===== src/rtl/cfu_pkg.sv =====
// Shared decode constants and FSM state type for the multi-op MAC custom function unit.
package cfu_pkg;

    localparam logic [2:0] OP_ADD   = 3'b000;
    localparam logic [2:0] OP_SADD  = 3'b001;
    localparam logic [2:0] OP_MAC   = 3'b010;
    localparam logic [2:0] OP_RDACC = 3'b011;
    localparam logic [2:0] OP_LDACC = 3'b100;

    localparam int F7_UNS = 0;
    localparam int F7_HI  = 1;

    typedef enum logic [1:0] {IDLE, EXEC, DONE} state_t;

endpackage


===== src/rtl/cfu_mac_lane.sv =====
// One LANE_W x LANE_W multiplier, signed or unsigned, result extended to ACC_W.
module cfu_mac_lane #(
    parameter int LANE_W = 8,
    parameter int ACC_W  = 48
) (
    input  logic [LANE_W-1:0] a,
    input  logic [LANE_W-1:0] b,
    input  logic              uns,
    output logic [ACC_W-1:0]  prod
);
    localparam int PW = 2 * LANE_W;

    logic signed [PW+1:0] ax, bx, px;

    assign ax = $signed({{(LANE_W+2){a[LANE_W-1] & ~uns}}, a});
    assign bx = $signed({{(LANE_W+2){b[LANE_W-1] & ~uns}}, b});
    assign px = ax * bx;

    // An unsigned product is non-negative, so sign-extending px covers both modes.
    assign prod = ACC_W'(px);

endmodule


===== src/rtl/cfu_mac.sv =====
// EX-stage custom function unit: 32-bit add, lane-wise add, iterative lane MAC and accumulator access.
import cfu_pkg::*;

module cfu_mac #(
    parameter int LANE_W = 8,
    parameter int ACC_W  = 48
) (
    input  logic        clk_i,
    input  logic        rst_i,
    input  logic        en_i,
    input  logic [2:0]  funct3_i,
    input  logic [6:0]  funct7_i,
    input  logic [31:0] src1_i,
    input  logic [31:0] src2_i,
    output logic        stall_o,
    output logic [31:0] rslt_o
);
    localparam int LANES = 32 / LANE_W;
    localparam int CNT_W = (LANES > 1) ? $clog2(LANES) : 1;

    state_t                         state, state_nx;
    logic [CNT_W-1:0]               cnt;
    logic [2:0]                     op_q;
    logic [1:0]                     f7_q;
    logic [31:0]                    a_q, b_q, rslt_q;
    logic [ACC_W-1:0]               acc, prod, acc_sum;
    logic [63:0]                    acc_sx;
    logic [LANES-1:0][LANE_W-1:0]   a_l, b_l, sadd_l;
    logic                           op_def, accept, mac_last;

    assign a_l = a_q;
    assign b_l = b_q;

    genvar gi;
    generate
        for (gi = 0; gi < LANES; gi++) begin : g_sadd
            assign sadd_l[gi] = a_l[gi] + b_l[gi];
        end
    endgenerate

    cfu_mac_lane #(.LANE_W(LANE_W), .ACC_W(ACC_W)) u_lane (
        .a    (a_l[cnt]),
        .b    (b_l[cnt]),
        .uns  (f7_q[F7_UNS]),
        .prod (prod)
    );

    assign acc_sum  = acc + prod;
    assign acc_sx   = 64'($signed(acc));
    assign mac_last = (cnt == CNT_W'(LANES - 1));

    // Undefined opcodes never leave IDLE/DONE and never stall.
    assign op_def  = (funct3_i <= OP_LDACC);
    assign accept  = en_i & op_def & (state != EXEC) & ~rst_i;
    assign stall_o = ~rst_i & (accept | (state == EXEC));
    assign rslt_o  = (~rst_i && state == DONE) ? rslt_q : 32'd0;

    always_comb begin
        state_nx = state;
        case (state)
            IDLE, DONE: state_nx = accept ? EXEC : IDLE;
            EXEC:       if (op_q != OP_MAC || mac_last) state_nx = DONE;
            default:    state_nx = IDLE;
        endcase
    end

    always_ff @(posedge clk_i) begin
        if (rst_i) begin
            state  <= IDLE;
            cnt    <= '0;
            acc    <= '0;
            rslt_q <= '0;
            op_q   <= '0;
            f7_q   <= '0;
            a_q    <= '0;
            b_q    <= '0;
        end else begin
            state <= state_nx;
            if (accept) begin
                op_q <= funct3_i;
                f7_q <= funct7_i[1:0];
                a_q  <= src1_i;
                b_q  <= src2_i;
                cnt  <= '0;
            end
            if (state == EXEC) begin
                case (op_q)
                    OP_ADD:   rslt_q <= a_q + b_q;
                    OP_SADD:  rslt_q <= sadd_l;
                    OP_MAC: begin
                        acc <= acc_sum;
                        cnt <= cnt + 1'b1;
                        if (mac_last) rslt_q <= acc_sum[31:0];
                    end
                    OP_RDACC: rslt_q <= f7_q[F7_HI] ? acc_sx[63:32] : acc[31:0];
                    OP_LDACC: begin
                        rslt_q <= acc[31:0];
                        acc    <= ACC_W'($signed(a_q));
                    end
                    default: ;
                endcase
            end
        end
    end

endmodule


===== config.mk =====
export PLATFORM = sky130hd
export DESIGN_NAME = cfu_mac
export DESIGN_NICKNAME = d
export VERILOG_FILES = /design/src/rtl/cfu_pkg.sv /design/src/rtl/cfu_mac_lane.sv /design/src/rtl/cfu_mac.sv
export SDC_FILE = /design/constraint.sdc
export NUM_CORES = 1
export LEC_CHECK = 0
export ABC_AREA = 1
export CAP_MARGIN = 20
export CORE_UTILIZATION = 30
export CTS_CLUSTER_DIAMETER = 80
export DETAILED_ROUTE_END_ITERATION = 7
export GPL_ROUTABILITY_DRIVEN = 0
export GPL_TIMING_DRIVEN = 0
export PLACE_DENSITY = 0.48
export SLEW_MARGIN = 30
export SYNTH_ARGS = -nofsm -noshare
export SYNTH_HDL_FRONTEND = slang
export SYNTH_SLANG_ARGS = --single-unit

===== constraint.sdc =====
create_clock -name clk_i -period 9.1 [get_ports clk_i]
set_input_delay 1.365 -clock clk_i [delete_from_list [all_inputs] [get_ports clk_i]]
set_output_delay 1.365 -clock clk_i [all_outputs]
set_load 0.1 [all_outputs]

# After elaboration in Yosys (flattened, before gate mapping)
# Cells that the tools add are included.
# Widths: inputs -> output; s select.
word_totals:
  register_bits: 153
  inputBits: 77
  out_inout_bits: 33
  wordCells: 62
classes:
  eq_ne: 11
  n_mul: 1
  n_mux: 15
  add_sub_neg: 7
  n_bitwise: 9
  n_reduce_logical: 9
  magnitude_cmp: 2
ops:
  columns: ["operator", "n"]
  rows:
  - ["$pmux 32 s5", 1]
  - ["$mux 32", 3]
  - ["$pmux 48 s2", 1]
  - ["$add 48x48->48", 1]
  - ["$add 32x32->32", 1]
  - ["$add 8x8->8", 4]
  - ["$bmux 8 s2", 2]
  - ["$mul 9x9->18", 1]
  - ["$mux 8", 2]
  - ["$mux 2", 4]
  - ["$and 1x1->1", 6]
  - ["$eq 3x2->1 const B", 2]
  - ["$reduce_bool 5->1", 1]
  - ["$eq 2x2->1 const B", 2]
  - ["$ne 2x1->1 const B", 2]
  - ["$pmux 2 s2", 1]
  - ["$eq 3x1->1 const B", 1]
  - ["$eq 3x3->1 const B", 1]
  - ["$le 3x3->1 const B", 1]
  - ["$logic_not 3->1", 1]
  - ["$lt 2x3->1 const B", 1]
  - ["$ne 3x2->1 const B", 1]
  - ["$reduce_and 3->1", 1]
  - ["$add 2x1->2 const B", 1]
  - ["11 further kinds", 12]

# Logic depth before layout (Yosys ltp)
depth:
  depth_word: 7
  mapped_depth: 47
  depth_no_buf: 46

# Modules after synthesis
# A second synthesis with hierarchy kept.
unflattened:
  cells_unflattened: 2766
  area_unflattened_um2: 16741.1
by_module_without_submodules:
  columns: ["module", "n_inst", "seq_area_each_um2", "cells_each", "area_each_um2"]
  rows:
  - ["cfu_mac", 1, 3062.9, 2276, 13208.9]
  - ["cfu_mac_lane", 1, 0.0, 490, 3532.1]

# Worst setup path before layout
# OpenSTA, ideal clock, no wires.
synth_timing:
  kind: "register to register"
  from: "register cnt[0]"
  to: "register rslt_q[27]"
  setup_ns: 0.117
  path_stages_with_launch: 36
  t_required_ns: 8.983
  path_buffers: 2
  path_slack_ns: 1.732
  t_arrival_ns: 7.251
  period_less_slack_ns: 7.368
  path_cell_list: "dfxtp_1 -> clkbuf_1 -> clkbuf_1 -> a21oi_1 -> a32oi_1 -> inv_1 -> nor2_1 -> inv_1 -> fa_1 -> inv_1 -> fa_1 -> fa_1 -> fa_1 -> inv_1 -> fa_1 -> inv_1 -> ha_1 -> a21oi_1 -> nand2_1 -> nand3_1 -> nand3_1 -> nand3_1 -> nand2_1 -> ha_1 -> nand2_1 -> nor2_1 -> inv_1 -> nor2_1 -> and3_1 -> nand2_1 -> nand2_1 -> nand2_1 -> nand3_1 -> nand3_1 -> nor2_1 -> nor2_1"
synth_via:
  elab_chain_cells: 7
  word_cells_on_any_way: 13
  classes_between: "add/sub (1); mul (1); eq/ne (2); mux (6); bitwise (2); reduce/logical (1)"
synth_rtl:
  columns: ["item", "line", "source"]
  rows:
  - ["start: declaration", "cfu_mac.sv:22", "logic [CNT_W-1:0] cnt;"]
  - ["start signal: assignment", "cfu_mac.sv:92", "cnt <= cnt + 1'b1;"]
  - ["$bmux 8 s2, on equally long branches", "cfu_mac.sv:42, cfu_mac.sv:43", null]
  - ["$mux 8, on equally long branches", "cfu_mac.sv:42, cfu_mac.sv:43", null]
  - ["$and 1x1->1, on equally long branches", "cfu_mac_lane.sv:15, cfu_mac_lane.sv:16", null]
  - ["$mul 9x9->18", "cfu_mac_lane.sv:17", "assign px = ax * bx;"]
  - ["$add 48x48->48", "cfu_mac.sv:48", "assign acc_sum = acc + prod;"]
  - ["$mux 32", "cfu_mac.sv:93", "if (mac_last) rslt_q <= acc_sum[31:0];"]
  - ["$pmux 32 s5", "cfu_mac.sv:87", "case (op_q)"]
  - ["end signal: assignment", "cfu_mac.sv:88", "OP_ADD: rslt_q <= a_q + b_q;"]
  - ["end signal: assignment", "cfu_mac.sv:89", "OP_SADD: rslt_q <= sadd_l;"]
  - ["end signal: assignment", "cfu_mac.sv:93", null]
  - ["end: declaration", "cfu_mac.sv:25", "logic [31:0] a_q, b_q, rslt_q;"]
# Parallel ways exist; a longest one is shown, timed or not. The select of a mux whose other input is x is not followed.
# A chain may end at the register's enable or synchronous reset.

# Worst setup path in the final report
# Same ends and word-level chain as after synthesis.

==> impl_results.md <==
* Crit Path Max Fanout at 30
* Max VDD drop at 127 uV
* Clk Latency, worst-skew pair at 0.48 ns
* DRC Markers at 0
* Area Overhead vs Synth at 16.2%
* Initial antenna violation count at 0
* Overall Global Routing Usage at 25.2%
* Critical path required time at 9.47 ns
* Post-route setup TNS at 0 ns
* Min-Delay Endpoint: acc[11]
* Worst-path clk slew at roughly 0.070 ns
* Reg2reg end: rslt_q[27]
* Crit path largest cell delay at 0.59 ns
* Pre-antenna DRT Iters at 5
* Worst slew pin tran at 1.01 ns
* Hold Path Cell Cnt at 2
* Root Buffer Master: clkbuf_16
* Number of global-route vias before repair at 16912
* First-pass GRT wire length at 102000 um
* Post-Syn Nets at 2901
* Post-synth ARST share at 0%
* Post-synth EDFFs at 0
* Worst reg2reg path depth at 34
* Commonest non-fill, non-tap cell in the layout: nand2_1
* Hold_sp: acc[11]
* DRT iter0 DRCs at 1407
* Postcts setup bufs at 0
* Drt via density at between 5 and 6
* HPWL Detailed at 58300 um
* Hold slack at 0.492 ns
* Max_cap viols at 0
* Row Count at 84
* Nets at 3025
* CTS tree: built
* Routed wire length at 68400 um
* Hold Fails Final Rpt at 0
* Synthesized area at 0.0161 mm^2
* Pwr Density at 117 mW/mm^2
* Dpl cells at 3424
* Fin cells at 3458
* Io pins at 110
* Synthesis-stage register bit count at 153
* Synth cell types at 46
* Worst endpoint data arrival time at 8.86 ns
* Syn Inst Count at 2632
* Core box area at about 0.053 mm^2
* Post-CTS sizing at 0
* RSZ-0062 raised after global routing: true
* CP Launch Type: flop
* Fmax at 0.118 GHz
* Layout cells sized above 1 at 3.32%
* Tcrit/Tclk final at between 90% and 100%
* Total CTS buffers at 17
* CP max stage cell: fa_1
* Vias at roughly 18000
* Full die area at 0.0546 mm^2
* Design Power at roughly 2.2 mW
* GRT overflow at 0
* Flop2flop setup slack at 0.60 ns
* CTS sink count at 153
* Die span in x at roughly 230 um
* Final Critical Period at approximately 8.5 ns
* Starting density of the core at 30.5%
* Sequential area share after synthesis at 19.0%
* Die Y at 234 um
* Final ANT Viol Nets at 0
* Syn_area_per_cell at between 6 and 7 um^2
* Status: completed
* Hold crit path type: reg -> reg
* Pins Over Slew Limit at 0
* CP most frequent cell: nand2_1
* IO Port Bufs at 104
* H-tree levels at 4
* Worst r2r src: cnt[0]
* Post-cts hold buffer count at 0
* Max-slew headroom at roughly a third
* Setup violations, final at 0
* Max clock buf depth at 2
* Largest net degree at the start of global routing at 31
* Dominant synthesized flop cell: dfxtp_1
* Synth Warn # at 0
* LEAKAGE at 8.85 nW
* Wirelength per Cell at 19.8 um
* Kind of end point of the critical path: flop
* Most frequent cells in the layout: 722 x nand2_1, 421 x inv_1, 290 x nor2_1
* Final Skew at about 0.016 ns
* Critical path type: reg -> reg
-- layout make-up --
cell class,instances,area [um^2]
fillers,5999,34100
multi-input cells,1977,11200
flip-flops and latches,153,3060
inverters,430,1610
repair buffers,105,1050
well taps,688,861
clock buffers,18,429
plain buffers,72,307
clock inverters,14,160
diodes,1,2.50
-- sequential cells by signal, indices dropped and copies added, names as in the netlist --
register  flops
acc          48
f7_q          2
state         2
rslt_q       32
cnt           2
b_l          32
op_q          3
a_l          32
-- worst max-delay path, delay by kind of cell (launching register included) --
kind,cells,cell delay (ns)
compound gates,2,0.62
buf+inv,7,1.34
simple gates,18,2.78
flops,1,0.34
fa+ha+maj,7,3.27
-- how the worst max path moves through the flow --
| stage | from | cells past startpoint | to | slack, ns |
|---|---|---|---|---|
| 2_1_floorplan | cnt[0] | 35 | rslt_q[27] | 1.73 |
| 3_3_place_gp | cnt[0] | 36 | rslt_q[27] | -0.35 |
| 3_5_place_dp | cnt[0] | 36 | rslt_q[27] | 0.09 |
| 4_1_cts | cnt[0] | 36 | rslt_q[27] | 0.06 |
| 5_1_grt | cnt[0] | 34 | rslt_q[27] | -0.01 |
| 6_report | cnt[0] | 34 | rslt_q[27] | 0.60 |
-- synth_stat cells (2+ instances only) --
| master | n | share of area (%) |
|---|---|---|
| a32oi_1 | 14 | 0.76 |
| inv_1 | 421 | 9.8 |
| o21a_1 | 6 | 0.28 |
| a21oi_1 | 222 | 6.9 |
| o21bai_1 | 8 | 0.37 |
| o21ai_1 | 3 | 0.093 |
| xnor2_1 | 12 | 0.65 |
| a221oi_1 | 5 | 0.27 |
| nor3_4 | 3 | 0.30 |
| a41oi_1 | 3 | 0.16 |
| a211oi_1 | 4 | 0.19 |
| or2_2 | 8 | 0.31 |
| and2_1 | 3 | 0.12 |
| ha_1 | 116 | 9.0 |
| a22oi_1 | 7 | 0.33 |
| fa_1 | 76 | 9.5 |
| dfxtp_1 | 153 | 19 |
| a21oi_2 | 3 | 0.16 |
| clkbuf_1 | 51 | 1.2 |
| xor2_1 | 21 | 1.1 |
| clkinv_1 | 2 | 0.047 |
| a31oi_1 | 11 | 0.43 |
| and3_1 | 2 | 0.078 |
| o211ai_1 | 10 | 0.47 |
| inv_2 | 7 | 0.16 |
| buf_2 | 17 | 0.53 |
| nand3b_1 | 6 | 0.28 |
| a21boi_0 | 4 | 0.19 |
| nor3_1 | 12 | 0.37 |
| nand4_1 | 26 | 1.0 |
| nand2_1 | 723 | 17 |
| a21o_1 | 7 | 0.33 |
| nor2_1 | 292 | 6.8 |
| o21ai_0 | 183 | 5.7 |
| nand3_1 | 180 | 5.6 |
-- metal layers --
layer  part of all wire, %  wire [um]  GRT usage [%]
met5                     0          0              0
met4                   3.4       2300           8.34
met3                   5.9       4020           3.37
met2                    46      31600           41.9
met1                    45      30500           33.2
-- report_power, final --
part           total (mW)  internal, mW  switching, mW
combinational       0.694         0.229          0.465
clock               0.753         0.411          0.341
sequential          0.739         0.699         0.0399
-- metrics by stage --
stage	setup slack (ns)	utilization, %	instance area, um^2
floorplan	1.73	-	16100
global placement	-0.351	34.1	18000
detailed placement	0.0863	34.1	18000
CTS	0.0629	35.2	18600
global route	-0.0116	35.4	18700
finish	0.603	35.4	18700
-- kinds of logic (layout without fill, tap and decap cells) --
family / Yosys count / after routing / synth area share [%]
simple gates: 1257 / 1257 / 31.8
buf+inv: 502 / 639 / 11.9
compound gates: 495 / 495 / 16.9
fa+ha+maj: 192 / 192 / 18.5
flops: 153 / 153 / 19.0
xor+xnor: 33 / 33 / 1.80
other cells: 0 / 1 / 0
No activity file was read; power rests on OpenSTA's default activity.
